==> config.mk <==
export PLATFORM = sky130hd
export DESIGN_NAME = ram_write_sequencer
export DESIGN_NICKNAME = d
export VERILOG_FILES = /design/src/rtl/ram_write_sequencer_pkg.sv /design/src/rtl/ram_write_sequencer.sv
export SDC_FILE = /design/constraint.sdc
export NUM_CORES = 1
export LEC_CHECK = 0
export ABC_AREA = 1
export ABC_CLOCK_PERIOD_IN_PS = 2000
export BUFFER_PORTS_ARGS = -buffer_cell sky130_fd_sc_hd__buf_4
export CORE_MARGIN = 4
export CORE_UTILIZATION = 45
export CTS_CLUSTER_SIZE = 12
export DETAILED_ROUTE_END_ITERATION = 12
export PLACE_DENSITY = 0.75
export SLEW_MARGIN = 20
export SYNTH_ARGS = -nofsm -noshare
export SYNTH_HDL_FRONTEND = slang
export SYNTH_SLANG_ARGS = --single-unit
==> constraint.sdc <==
create_clock -name clk -period 2 [get_ports clk]
set_input_delay 0.3 -clock clk [delete_from_list [all_inputs] [get_ports clk]]
set_output_delay 0.3 -clock clk [all_outputs]
set_load 0.02 [all_outputs]
==> src/rtl/ram_write_sequencer_pkg.sv <==
// Shared definitions for the memory-side sequencers: FSM state encodings.
package ram_write_sequencer_pkg;

   typedef enum logic [1:0] {
      ST_IDLE  = 2'd0,
      ST_CLEAR = 2'd1,
      ST_BURST = 2'd2
   } seq_state_e;

endpackage

==> src/rtl/ram_write_sequencer.sv <==
// Drives a single-port RAM: a whole-array fill with FILL_VALUE, or a streamed burst write
// starting at a given address. All RAM-side outputs are registered.
module ram_write_sequencer
   import ram_write_sequencer_pkg::*;
#(
   parameter int unsigned          ADDRWIDTH  = 8,
   parameter int unsigned          DATAWIDTH  = 4,
   parameter logic [DATAWIDTH-1:0] FILL_VALUE = '0
) (
   input  logic                 clk,
   input  logic                 rst_n,
   input  logic                 cmd_valid,
   output logic                 cmd_ready,
   input  logic                 cmd_clear,
   input  logic [ADDRWIDTH-1:0] cmd_addr,
   input  logic [ADDRWIDTH-1:0] cmd_len,
   input  logic                 s_valid,
   output logic                 s_ready,
   input  logic [DATAWIDTH-1:0] s_data,
   output logic                 ram_we,
   output logic [ADDRWIDTH-1:0] ram_a,
   output logic [DATAWIDTH-1:0] ram_di,
   output logic                 busy,
   output logic                 done
);

   seq_state_e           r_state;
   seq_state_e           w_state_nxt;
   logic [ADDRWIDTH-1:0] r_addr;
   logic [ADDRWIDTH-1:0] r_cnt;
   logic                 w_accept;
   logic                 w_fire;
   logic                 w_last;
   logic                 r_we;
   logic                 r_done;
   logic [ADDRWIDTH-1:0] r_a;
   logic [DATAWIDTH-1:0] r_di;

   always_ff @(posedge clk or negedge rst_n) begin
      if (!rst_n) begin
         r_state <= ST_IDLE;
      end else begin
         r_state <= w_state_nxt;
      end
   end

   always_comb begin
      w_state_nxt = r_state;
      w_fire      = 1'b0;
      cmd_ready   = 1'b0;
      s_ready     = 1'b0;
      unique case (r_state)
         ST_IDLE: begin
            cmd_ready = 1'b1;
            if (cmd_valid) begin
               w_state_nxt = cmd_clear ? ST_CLEAR : ST_BURST;
            end
         end
         ST_CLEAR: begin
            w_fire = 1'b1;
         end
         ST_BURST: begin
            s_ready = 1'b1;
            w_fire  = s_valid;
         end
         default: begin
            w_state_nxt = ST_IDLE;
         end
      endcase
      w_accept = cmd_ready && cmd_valid;
      // r_cnt holds beats remaining minus one, so zero marks the final write
      w_last   = w_fire && (r_cnt == '0);
      if (w_last) begin
         w_state_nxt = ST_IDLE;
      end
   end

   // A clear is just a full-depth burst from address 0
   always_ff @(posedge clk or negedge rst_n) begin
      if (!rst_n) begin
         r_addr <= '0;
         r_cnt  <= '0;
      end else if (w_accept) begin
         r_addr <= cmd_clear ? '0 : cmd_addr;
         r_cnt  <= cmd_clear ? '1 : cmd_len;
      end else if (w_fire) begin
         r_addr <= r_addr + ADDRWIDTH'(1);
         r_cnt  <= r_cnt - ADDRWIDTH'(1);
      end
   end

   always_ff @(posedge clk or negedge rst_n) begin
      if (!rst_n) begin
         r_we   <= 1'b0;
         r_done <= 1'b0;
         r_a    <= '0;
         r_di   <= '0;
      end else begin
         r_we   <= w_fire;
         r_done <= w_last;
         if (w_fire) begin
            r_a  <= r_addr;
            r_di <= (r_state == ST_CLEAR) ? FILL_VALUE : s_data;
         end
      end
   end

   assign ram_we = r_we;
   assign ram_a  = r_a;
   assign ram_di = r_di;
   assign done   = r_done;
   assign busy   = (r_state != ST_IDLE);

endmodule

==> metrics.txt <==
final wirelength roughly 4100 µm; mean post-synth cell area 7.986 µm²; Leak Pwr 1.161 nW; fin crit period 1.601 ns; Critical R2R Capture r_cnt[5]$_DFFE_PN0P_; IO Count 42; row cnt 22; register area share after synthesis 0.4621; Util after Layout 0.5997; layout cells sized above 1 0.2576; Worst Clk Skew roughly 0.0048 ns; CTS buffer count 5; Final nets 293; Post-CTS Setup Inserts 0; Antenna Cells 0; number of stages on the worst setup path 8; Detailed Routing Iterations Pass 1 5; area grow syn2layout 27.65%; largest net degree at the start of global routing 33; Die Span Y 70.06 µm; Max-slew headroom 0.7374; clock sink count 32; Initial Util 0.4698; post-synth top area cell dfrtp_1; IR drop worst, VDD approximately 0.69 mV; Fill cells roughly 360; Critical Path End r_cnt[5]$_DFFE_PN0P_; clk slew on worst S/H paths 0.07 ns; top cells by area, synth dfrtp_1, nand2_1, inv_1, nand3_1, o21ai_1; Post-Syn Area 1733 µm²; period utilisation layout 0.8007; CORE AREA 3689 µm²; IO buf count 41; worst hold path type in -> reg; CP Data Arrival Time approximately 1.8 ns; post-DP HPWL between 3000 and 4000 µm; CTS tree yes; Pins Over Slew Limit 0; GRT Util Overall 0.1812; area of the multi-input gates 784.5 µm²; count of different cell masters after synthesis 28; DR vias 1565; detailed-route wire length per cell 13.00 µm; FF-to-FF Start r_state[0]$_DFFE_PN0P_; Critical Path Fanout Max 18; syn nets 247; die width 70.06 µm; top-area cell type share of the netlist area 0.4621; pwr/cell area roughly 1500 nW/µm²; fmax 624.5 MHz; clock buffer depth 2; Critical Path Most Common Cell nand2_4; number of synthesized flops with an enable pin 0; CP max-delay cell dfrtp_1; grt total ovfl 0; critical path type reg -> reg; Max stage delay on crit path approximately 0.40 ns; Yosys reg bits 32; worst-path cell chain inv_1 > ha_1 > nand2_4 > inv_4 > nand2_4 > or2_0 > nand2_1 > a21oi_1; register area 800.8 µm²; asr flop ratio synth 1.000; # setup viols final 0; initial drt markers 71; DRC 0; initial antenna violation count 0; Antenna Violating Nets Remaining 0; endpoints failing hold 0; DR vias/cell 5.016; most frequent cells in the layout nand2_1, buf_4, dfrtp_1, inv_1, nor2_1; status complete, no violations; Req. time, crit path 2.18 ns; RSZ-0062 raised after global routing no; Reg2Reg Depth 8; Synth Warn # 0; number of global-route vias before repair 1574; htree depth 2; setup tns final 0 ns; Buffers & Inverters on Critical Path 2; Crit path max-delay family simple AND/OR/NAND/NOR gates; Post-Synthesis Cells 217; later-pin clock latency in the skew report 0.29 ns; Worst-Margin Slew approximately 0.39 ns; max cap viols 0; first-pass GRT wire length 7003 µm; R2R Setup Slk 0.40 ns; Setup crit start r_state[0]$_DFFE_PN0P_; CTS root buf clkbuf_8; CP Capture Type flip-flop; most common cell after layout, fill and taps aside nand2_1; global placer's final weighted congestion about 0.90; startpoint types flip-flop; ys flop type dfrtp_1; die area 4908 µm²
[sequential cells by signal, indices dropped and copies added (netlist names)]
name	flops
r_state	2
r_cnt	8
ram_we	1
ram_a	8
done	1
r_addr	8
ram_di	4
[cell usage after synthesis (5+ instances only)]
library cell	count
dfrtp_1	32
nand3_1	15
o21ai_1	15
ha_1	5
inv_1	20
inv_2	5
o21ai_0	11
nand2_1	56
nor2_1	17
a21oi_1	11
[metal layers]
metal	up-vias	part of all wire	track usage
li1	801	-	-
met1	710	0.44	0.2177
met2	50	0.49	0.3022
met3	4	0.057	0.06043
met4	0	0.014	0.06383
met5	-	0	0
[worst min path at each step]
stage | startpoint | slack [ns] | end | cells after the start
after floorplan | rst_n | 0.004 | done$_DFF_PN0_ | 0
after global placement | rst_n | 0.26 | ram_di[3]$_DFFE_PN0P_ | 1
after global routing | cmd_len[2] | 0.27 | r_cnt[2]$_DFFE_PN0P_ | 3
after detailed placement | rst_n | 0.26 | ram_di[3]$_DFFE_PN0P_ | 1
final | s_data[3] | 0.27 | ram_di[3]$_DFFE_PN0P_ | 3
after CTS | s_data[3] | 0.27 | ram_di[3]$_DFFE_PN0P_ | 3
[power by group]
| group | switching [W] | internal, W | leakage [nW] | total, W |
|---|---|---|---|---|
| logic | 0.000983 | 0.000608 | 0.700 | 0.00159 |
| registers | 0.000212 | 0.000926 | 0.397 | 0.00114 |
| clock network | 0.000236 | 0.000439 | 0.0645 | 0.000676 |
[what timing repair did]
action | 4_1_cts | 5_1_grt
setup endpoints to repair | 0 | 0
endpoints found under the hold margin | 32 | 0
hold buffers | 1 | 0
resized for setup | 0 | 0
[logic make-up (layout without fill, tap and decap cells)]
| family | Yosys count | after routing | share of synthesized area |
|---|---|---|---|
| AOI/OAI and AO/OA | 46 | 46 | 0.1473 |
| DFF | 32 | 32 | 0.4621 |
| adders and majority gates | 5 | 5 | 0.03610 |
| buffers and inverters | 32 | 79 | 0.08519 |
| and+or+nand+nor | 102 | 102 | 0.2693 |
[cell type report]
| class | instances | share of cell area |
|---|---|---|
| inverter | 26 | 0.04525 |
| sequential | 32 | 0.3620 |
| multi-input combinational | 153 | 0.3546 |
| timing repair buffer | 45 | 0.1538 |
| clock inverter | 1 | 0.01357 |
| tap | 48 | 0.02715 |
| clock buffer | 7 | 0.04355 |
[per-stage QoR]
stage | cells | power, W | setup slack [ns] | cell area, µm² | hold WS [ns]
2_1_floorplan | 217 | 0.002235 | 0.4819 | 1733 | 0.004409
3_3_place_gp | 303 | 0.002684 | 0.4186 | 2076 | 0.2616
3_5_place_dp | 303 | 0.002735 | 0.3994 | 2076 | 0.2600
4_1_cts | 312 | 0.003433 | 0.3841 | 2212 | 0.2719
5_1_grt | 312 | 0.003701 | 0.2477 | 2212 | 0.2720
6_report | 312 | 0.003406 | 0.3986 | 2212 | 0.2731
[worst reg2reg max path, delay by kind of cell, from the launching register on]
kind / cells / cell delay (ns)
AOI/OAI and AO/OA: 1 / 0.05
and+or+nand+nor: 4 / 0.57
buffers and inverters: 2 / 0.25
adders and majority gates: 1 / 0.23
DFF: 1 / 0.40
No activity file was read; power rests on OpenSTA's default activity.
